$ cat config.mk
export PLATFORM = sky130hd
export DESIGN_NAME = uart_tx_buffer
export DESIGN_NICKNAME = d
export VERILOG_FILES = /design/src/rtl/uart_pkg.sv /design/src/rtl/uart_sync_fifo.sv /design/src/rtl/uart_tx_buffer.sv
export SDC_FILE = /design/constraint.sdc
export NUM_CORES = 1
export LEC_CHECK = 0
export ABC_AREA = 0
export CORE_MARGIN = 5
export CORE_UTILIZATION = 45
export CTS_CLUSTER_DIAMETER = 100
export CTS_CLUSTER_SIZE = 40
export DETAILED_ROUTE_END_ITERATION = 10
export DONT_BUFFER_PORTS = 1
export GPL_TIMING_DRIVEN = 1
export PLACE_DENSITY = 0.64
export SYNTH_ARGS = -nofsm -noshare
export SYNTH_HDL_FRONTEND = slang
export SYNTH_SLANG_ARGS = --single-unit
$ cat constraint.sdc
create_clock -name clk -period 6.4 [get_ports clk]
set_input_delay 0.96 -clock clk [delete_from_list [all_inputs] [get_ports clk]]
set_output_delay 0.96 -clock clk [all_outputs]
set_load 0.05 [all_outputs]
$ cat src/rtl/uart_pkg.sv
// Shared constants for the UART transmit path: character width and the
// launch FSM encoding used by the transmit buffer.
package uart_pkg;

  // Character width shared by the buffer, transmit controller and serializer.
  localparam int UART_DATA_WIDTH = 8;

  typedef logic [1:0] launch_state_t;

  localparam logic [1:0] L_IDLE      = 2'd0;
  localparam logic [1:0] L_WAIT_BUSY = 2'd1;
  localparam logic [1:0] L_WAIT_DONE = 2'd2;

endpackage

$ cat src/rtl/uart_sync_fifo.sv
// Synchronous FIFO feeding the UART launch FSM. Full/empty come from the
// registered occupancy count, so wr_en has no combinational path to them.
module uart_sync_fifo
  import uart_pkg::*;
#(
  parameter int DATA_WIDTH = UART_DATA_WIDTH,
  parameter int DEPTH      = 16,
  localparam int ADDR_WIDTH = $clog2(DEPTH)
) (
  input  logic                  clk,
  input  logic                  rst,
  input  logic                  wr_en,
  input  logic [DATA_WIDTH-1:0] wr_data,
  input  logic                  pop,
  output logic [DATA_WIDTH-1:0] rd_data,
  output logic                  full,
  output logic                  empty,
  output logic [ADDR_WIDTH:0]   count,
  output logic                  overflow
);

  localparam int unsigned CNT_W = ADDR_WIDTH + 1;
  localparam logic [ADDR_WIDTH:0] FULL_COUNT = CNT_W'(DEPTH);

  logic [DATA_WIDTH-1:0] mem [DEPTH];

  logic [ADDR_WIDTH-1:0] wr_ptr_q, wr_ptr_d;
  logic [ADDR_WIDTH-1:0] rd_ptr_q, rd_ptr_d;
  logic [ADDR_WIDTH:0]   count_q, count_d;
  logic                  overflow_q, overflow_d;
  logic                  wr_accept;
  logic                  rd_accept;

  assign full      = (count_q == FULL_COUNT);
  assign empty     = (count_q == '0);
  assign wr_accept = wr_en && !full;
  assign rd_accept = pop && !empty;

  assign rd_data  = mem[rd_ptr_q];
  assign count    = count_q;
  assign overflow = overflow_q;

  always_comb begin
    // NOTE: every signal gets its hold value first, so no branch can leave it unassigned and infer a latch.
    wr_ptr_d   = wr_ptr_q;
    rd_ptr_d   = rd_ptr_q;
    count_d    = count_q;
    overflow_d = overflow_q;

    // DEPTH is a power of two, so the pointers wrap to 0 by plain overflow.
    if (wr_accept) wr_ptr_d = wr_ptr_q + 1'b1;
    if (rd_accept) rd_ptr_d = rd_ptr_q + 1'b1;
    if (wr_en && full) overflow_d = 1'b1;

    case ({wr_accept, rd_accept})
      2'b10:   count_d = count_q + 1'b1;
      2'b01:   count_d = count_q - 1'b1;
      default: count_d = count_q;
    endcase
  end

  // NOTE: state flops use non-blocking assignment so every flop samples pre-edge values regardless of block order.
  always_ff @(posedge clk or negedge rst) begin
    if (!rst) begin
      wr_ptr_q   <= '0;
      rd_ptr_q   <= '0;
      count_q    <= '0;
      overflow_q <= 1'b0;
    end else begin
      wr_ptr_q   <= wr_ptr_d;
      rd_ptr_q   <= rd_ptr_d;
      count_q    <= count_d;
      overflow_q <= overflow_d;
    end
  end

  // NOTE: storage is not reset; a zero count already makes its contents unreachable, and an unreset array maps to RAM.
  always_ff @(posedge clk) begin
    if (wr_accept) mem[wr_ptr_q] <= wr_data;
  end

endmodule

$ cat src/rtl/uart_tx_buffer.sv
// Transmit buffer ahead of the UART controller: queues host bytes and launches
// one at a time, waiting for busy to rise and fall before the next launch.
module uart_tx_buffer
  import uart_pkg::*;
#(
  parameter int DATA_WIDTH = UART_DATA_WIDTH,
  parameter int DEPTH      = 16,
  localparam int ADDR_WIDTH = $clog2(DEPTH)
) (
  input  logic                  clk,
  input  logic                  rst,
  input  logic                  wr_en,
  input  logic [DATA_WIDTH-1:0] wr_data,
  output logic                  full,
  output logic                  empty,
  output logic [ADDR_WIDTH:0]   count,
  output logic                  overflow,
  input  logic                  busy,
  output logic [DATA_WIDTH-1:0] p_data,
  output logic                  valid_data
);

  launch_state_t         state_q, state_d;
  logic [DATA_WIDTH-1:0] p_data_q, p_data_d;
  logic                  valid_data_q, valid_data_d;
  logic                  pop;
  logic [DATA_WIDTH-1:0] rd_data;

  uart_sync_fifo #(
    .DATA_WIDTH (DATA_WIDTH),
    .DEPTH      (DEPTH)
  ) u_fifo (
    .clk      (clk),
    .rst      (rst),
    .wr_en    (wr_en),
    .wr_data  (wr_data),
    .pop      (pop),
    .rd_data  (rd_data),
    .full     (full),
    .empty    (empty),
    .count    (count),
    .overflow (overflow)
  );

  always_comb begin
    state_d      = state_q;
    p_data_d     = p_data_q;
    valid_data_d = 1'b0;
    pop          = 1'b0;

    case (state_q)
      L_IDLE: begin
        if (!empty && !busy) begin
          p_data_d     = rd_data;
          pop          = 1'b1;
          valid_data_d = 1'b1;
          state_d      = L_WAIT_BUSY;
        end
      end
      // The controller raises busy a couple of cycles after the pulse; never
      // relaunch until that frame has visibly started and finished.
      L_WAIT_BUSY: begin
        if (busy) state_d = L_WAIT_DONE;
      end
      L_WAIT_DONE: begin
        if (!busy) state_d = L_IDLE;
      end
      default: state_d = L_IDLE;
    endcase
  end

  always_ff @(posedge clk or negedge rst) begin
    if (!rst) begin
      state_q      <= L_IDLE;
      p_data_q     <= '0;
      valid_data_q <= 1'b0;
    end else begin
      state_q      <= state_d;
      p_data_q     <= p_data_d;
      valid_data_q <= valid_data_d;
    end
  end

  // p_data stays put between launches; serializer and parity read it all frame.
  assign p_data     = p_data_q;
  assign valid_data = valid_data_q;

endmodule

==> impl_metrics.yaml, run 1 <==
floorplan:
  core_area_mm2: 0.0133
  start_util_pct: 45.9
  io-pin-count: 29
  die_w_um: 126
  placementRows: 42
  die_y_um: 126
  die_area_mm2: 0.0160
synth:
  yosys.area.top_type_share_pct: 63.0
  ys.warnings.count: 0
  synth-seq-cells: 153
  synth_largest_area_cell: "edfxtp_1"
  synth.distinct_cells: 32
  synth_edf_count: 128
  synth_flop_cell: "edfxtp_1"
  async_flop_share_pct: 16.3
  syn_area_per_cell_um2: 19.3
  syn-num-nets: 338
  yosys-top-cells-area: "edfxtp_1 (63%), mux4_2 (12%), dfrtp_1 (10%), a221oi_2 (2.0%), ha_1 (1.8%)"
  ys_seq_area_share_pct: 73.2
  syn_area_mm2: 0.00610
  syn_inst: 316
global_routing:
  grt_overflow_total: 0
  grt_use_total_pct: 15.7
  grt_max_degree: 36
  antenna_found_initial: 0
  grt_pass1_wl_um: 18200
  grt_pass1_vias: 3016
clock_tree:
  cts_resized: 0
  clk_pin_slew_ps: 60
  cts_made_buffers: 17
  clock_path_buffers: 2
  clock-sinks: 153
  cts_setup_buffers: 0
  insertion_delay_ps: 420
  cts_tree: "yes"
  hold_buffers: 0
  htreeDepth: 4
  root_buffer: "clkbuf_16"
setup_path:
  setup.worst_path.end_class: "flop"
  path_max_fanout: 22
  cp.arrival_ps: 3700
  cp-start-kind: "flop"
  crit_type: "flop to flop"
  crit_required_ps: 6690
timing:
  skew_ps: 16.4
  rsz0062_at_grt: "no"
  hold_viol: 0
  worst_pin_slew_ps: 947
  fmax_ghz: 0.293
  timing.final.max_slew_violations: 0
  period_share_pct: 53.3
  setup_viol_count_final: 0
  fin_setup_tns_ps: 0
  post-route-min-period_ps: 3410
  relSlewSlack_pct: 36.9
place:
  place_congestion: 0.759
  io_buffers: 0
  dpl.hpwl_um: 7230
  placed_cells: 479
detailed_routing:
  ant_nets: 0
  wl_per_cell_um: 22.6
  wl_um: 11600
  drc: 0
  viasPerCell: 5.56
  drtIter0Drc: 214
  drt-pass1-iter-count: 5
  num_vias: 2839
finish:
  fin_cells: 511
  area_growth_pct: 13.2
  layout-drive-gt1-share_pct: 24.8
  antennaDiodeCount: 0
  final_nets: 344
pwr:
  ir_drop_mv: 0.249
  powerDensity_mw_per_mm2: 491
  p_leak_uw: 0.00233
run_status:
  status: "finished clean"
flow_run:
  maxCapViolations: 0
hold_path:
  hold_class: "input pin to async pin"
cells in the final DEF (no fill, tap or decap), types with 3 or more instances in the layout:
| cell type | n |
|---|---|
| inv_1 | 4 |
| bufinv_16 | 4 |
| nand2_1 | 9 |
| buf_4 | 6 |
| xnor2_1 | 8 |
| clkbuf_16 | 17 |
| nand2b_1 | 3 |
| clkinv_2 | 3 |
| dfrtp_1 | 24 |
| edfxtp_1 | 128 |
| mux2i_1 | 9 |
| a21o_1 | 3 |
| o31a_1 | 3 |
| nor2_1 | 21 |
| nor3_1 | 6 |
| ha_1 | 9 |
| xor2_1 | 3 |
| clkinvlp_4 | 3 |
| o21ai_0 | 3 |
| o22ai_1 | 8 |
| mux4_2 | 32 |
| a221oi_2 | 8 |
stage by stage:
| stage | power (uW) | util (%) | cell area (um^2) | setup WS, ps | hold WS (ps) |
|---|---|---|---|---|---|
| final | 3390 | 52.0 | 6910 | 2990 | 226 |
| after global routing | 3560 | 52.0 | 6910 | 2720 | 206 |
| after CTS | 3440 | 52.0 | 6910 | 2980 | 214 |
| after detailed placement | 2390 | 47.3 | 6290 | 2820 | 496 |
| after global placement | 2360 | 47.3 | 6290 | 2900 | 475 |
| after floorplan | 2170 | - | 6100 | 3210 | 449 |
cells by family after synthesis:
logic type	Yosys count	synth area share (%)
xor+xnor	11	1.58
compound gates	27	4.00
fa+ha+maj	10	2.17
flops	153	73.2
buf+inv	23	1.72
simple gates	49	3.67
mux	43	13.7
layout make-up:
type / count / area [um^2]
clock inverter: 12 / 175
inverter: 4 / 15.0
tap: 176 / 220
fill: 1058 / 6380
clock buffer: 20 / 447
multi-input combinational: 140 / 1540
timing repair buffer: 6 / 45.0
sequential: 153 / 4470
synthesized netlist by cell type (2+ instances only):
master,number
o21ai_0,3
a21o_1,3
inv_1,4
clkbuf_1,8
buf_1,3
o31a_1,3
edfxtp_1,128
ha_1,9
nor2_1,21
mux2i_1,9
nor3_1,8
nand4_1,2
mux2_2,2
mux4_2,32
a21oi_1,2
a221oi_2,8
xnor2_1,8
xor2_1,3
nand2b_1,3
nand2_1,9
buf_2,6
o22ai_1,8
dfrtp_1,25
routing by layer:
| metal | vias to the layer above | GRT usage [%] | part of all wire, % |
|---|---|---|---|
| met5 | - | 0 | 0 |
| met4 | 0 | 6.50 | 0.94 |
| met3 | 6 | 5.09 | 7.2 |
| met2 | 84 | 23.8 | 50 |
| met1 | 1478 | 21.0 | 42 |
| li1 | 1271 | - | - |
final timing paths:
| path | start | to | slack [ps] | cells after the start |
|---|---|---|---|---|
| max | u_fifo.count[1]$_DFFE_PN0P_ | u_fifo.count[4]$_DFFE_PN0P_ | 2990 | 8 |
| min | rst | u_fifo.count[0]$_DFFE_PN0P_ | 230 | 0 |
| max reg2reg | u_fifo.count[1]$_DFFE_PN0P_ | u_fifo.count[4]$_DFFE_PN0P_ | 2990 | 8 |
| min reg2reg | state_q[1]$_DFFE_PN0P_ | state_q[0]$_DFFE_PN0P_ | 500 | 1 |
| max in group asynchronous | rst | u_fifo.rd_ptr_q[1]$_DFFE_PN0P_ | 6090 | 0 |
| min in group clk | state_q[1]$_DFFE_PN0P_ | state_q[0]$_DFFE_PN0P_ | 500 | 1 |
where the power goes:
group,switching (uW),total [uW],internal [uW]
Combinational,447,828,381
Clock,381,1040,661
Sequential,284,1520,1240
flip-flops by register name, summed over array words and instances, names as in the netlist:
name / count
state_q: 2
u_fifo.overflow: 1
valid_data: 1
u_fifo.mem: 128
u_fifo.count: 5
u_fifo.wr_ptr_q: 4
u_fifo.rd_ptr_q: 4
p_data: 8
critical path: stages (launching register included):
cell and delay (ps):
dfrtp_1 600, or3_1 540, o31a_1 580, ha_1 430
fa_1 430, a21o_1 180, a21oi_1 190, mux2i_1 240
xnor2_1 80
Note: power is estimated with default switching activity, not from simulation.
==> inputs of run 2 (changes only) <==
clock period = 3.5 ns   (was 6.4 ns; I/O delays follow)
==> impl_metrics.yaml, run 2 (synthesis results as in run 1) <==
run_status:
  status: "finished clean"
finish:
  seqCellArea_mm2: 0.00447
  final_nets: 353
  nFillCells: 1039
  largest_register_ffs: 128
  layout_common_cells: "edfxtp_1 (128), mux4_2 (32), dfrtp_1 (24)"
  top_register: "u_fifo.mem"
  layout-drive-gt1-share_pct: 23.9
  multi_input_area_mm2: 0.00154
  final_common_cell: "edfxtp_1"
  antennaDiodeCount: 0
  area_growth_pct: 13.2
timing:
  worst_pin_slew_ps: 928
  layout_setup_ws_ps: 429
  relSlewSlack_pct: 37.9
  setup_viol_count_final: 0
  period_share_pct: 87.7
  timing.final.max_slew_violations: 0
  rsz0062_at_grt: "no"
  skew_ps: 10.9
  post-route-min-period_ps: 3070
  fmax_ghz: 0.326
  hold_viol: 0
  fin_setup_tns_ps: 0
pwr:
  ir_drop_mv: 0.521
  powerDensity_mw_per_mm2: 870
  p_leak_uw: 0.00234
floorplan:
  start_util_pct: 45.9
  io-pin-count: 29
  core_area_mm2: 0.0133
  placementRows: 42
  die_w_um: 126
  die_y_um: 126
  die_area_mm2: 0.0160
setup_path:
  cp.arrival_ps: 3400
  crit_required_ps: 3830
  crit_type: "flop to flop"
  path_max_fanout: 9
  cp-start-kind: "flop"
  setup.worst_path.end_class: "flop"
  timing.rr.start: "u_fifo.count[0]$_DFFE_PN0P_"
  startpoint: "u_fifo.count[0]$_DFFE_PN0P_"
place:
  dpl.hpwl_um: 7440
  place_congestion: 0.820
  io_buffers: 0
  place_ws_ps: 423
detailed_routing:
  num_vias: 2793
  drc: 0
  drt-pass1-iter-count: 4
  ant_nets: 0
  wl_um: 10800
  viasPerCell: 5.38
  drtIter0Drc: 215
  wl_per_cell_um: 20.9
global_routing:
  grt_pass1_vias: 2965
  met3_usage_pct: 3.74
  grt_use_total_pct: 14.7
  grt_max_degree: 34
  grt_overflow_total: 0
  grt.busiest_layer: "met2"
  met1_usage_pct: 19.5
  antenna_found_initial: 0
  use_met2_pct: 23.3
  grt_pass1_wl_um: 17400
clock_tree:
  cts_tree: "yes"
  cts_made_buffers: 17
  htreeDepth: 4
  cts_setup_buffers: 0
  clk_pin_slew_ps: 60
  insertion_delay_ps: 420
  clock-sinks: 153
  root_buffer: "clkbuf_16"
  clock_path_buffers: 2
hold_path:
  hold_class: "input pin to flop"
  hold_path_startpoint: "busy"
flow_run:
  maxCapViolations: 0
## run 2: routing by layer
layer	wire length [um]	part of all wire (%)	up-vias
li1	-	-	1296
met1	4930	45	1433
met2	5310	49	54
met3	452	4.2	10
met4	145	1.3	0
met5	0	0	-
## run 2: per-stage QoR
| stage | power (uW) | cell area [um^2] | hold slack, ps | utilization (%) | std cells |
|---|---|---|---|---|---|
| floorplan | 3970 | 6100 | 229 | - | 316 |
| global route | 6330 | 6910 | 166 | 52.0 | 519 |
| global placement | 4360 | 6340 | 230 | 47.7 | 486 |
| detailed placement | 4400 | 6340 | 230 | 47.7 | 486 |
| finish | 6010 | 6910 | 182 | 52.0 | 519 |
| CTS | 6090 | 6910 | 162 | 52.0 | 519 |
## run 2: final timing paths
check | slack [ps] | cells past startpoint | end
max | 430 | 10 | u_fifo.count[4]$_DFFE_PN0P_
min | 180 | 1 | state_q[0]$_DFFE_PN0P_
max reg2reg | 430 | 10 | u_fifo.count[4]$_DFFE_PN0P_
min reg2reg | 470 | 1 | state_q[0]$_DFFE_PN0P_
max in group asynchronous | 2790 | 2 | u_fifo.rd_ptr_q[1]$_DFFE_PN0P_
min in group asynchronous | 550 | 2 | u_fifo.count[1]$_DFFE_PN0P_
## run 2: layout make-up
type	count	area share (%)
Clock buffer	20	6.32
Clock inverter	11	1.54
Inverter	4	0.217
Multi-Input combinational cell	140	22.2
Sequential cell	153	64.7
Tap cell	176	3.19
Timing Repair Buffer	15	1.85
## run 2: critical path, cell delays in order (launching register included)
cell     delay [ps]
dfrtp_1         560
buf_4           250
or3_1           420
o31a_1          390
inv_1            90
ha_1            270
ha_1            310
a21o_1          180
a21oi_1         160
mux2i_1         230
xnor2_1         130
## run 2: repair_timing
| action | CTS | global route |
|---|---|---|
| hold buffers | 2 | 0 |
| gates resized for setup | 0 | 0 |
| endpoints found under the hold margin | 25 | 0 |
## run 2: report_power, final
part / leakage [uW] / switching [uW] / internal, uW
Sequential: 0.00145 / 477 / 2270
Clock: 0.000255 / 650 / 1030
Combinational: 0.000638 / 848 / 738
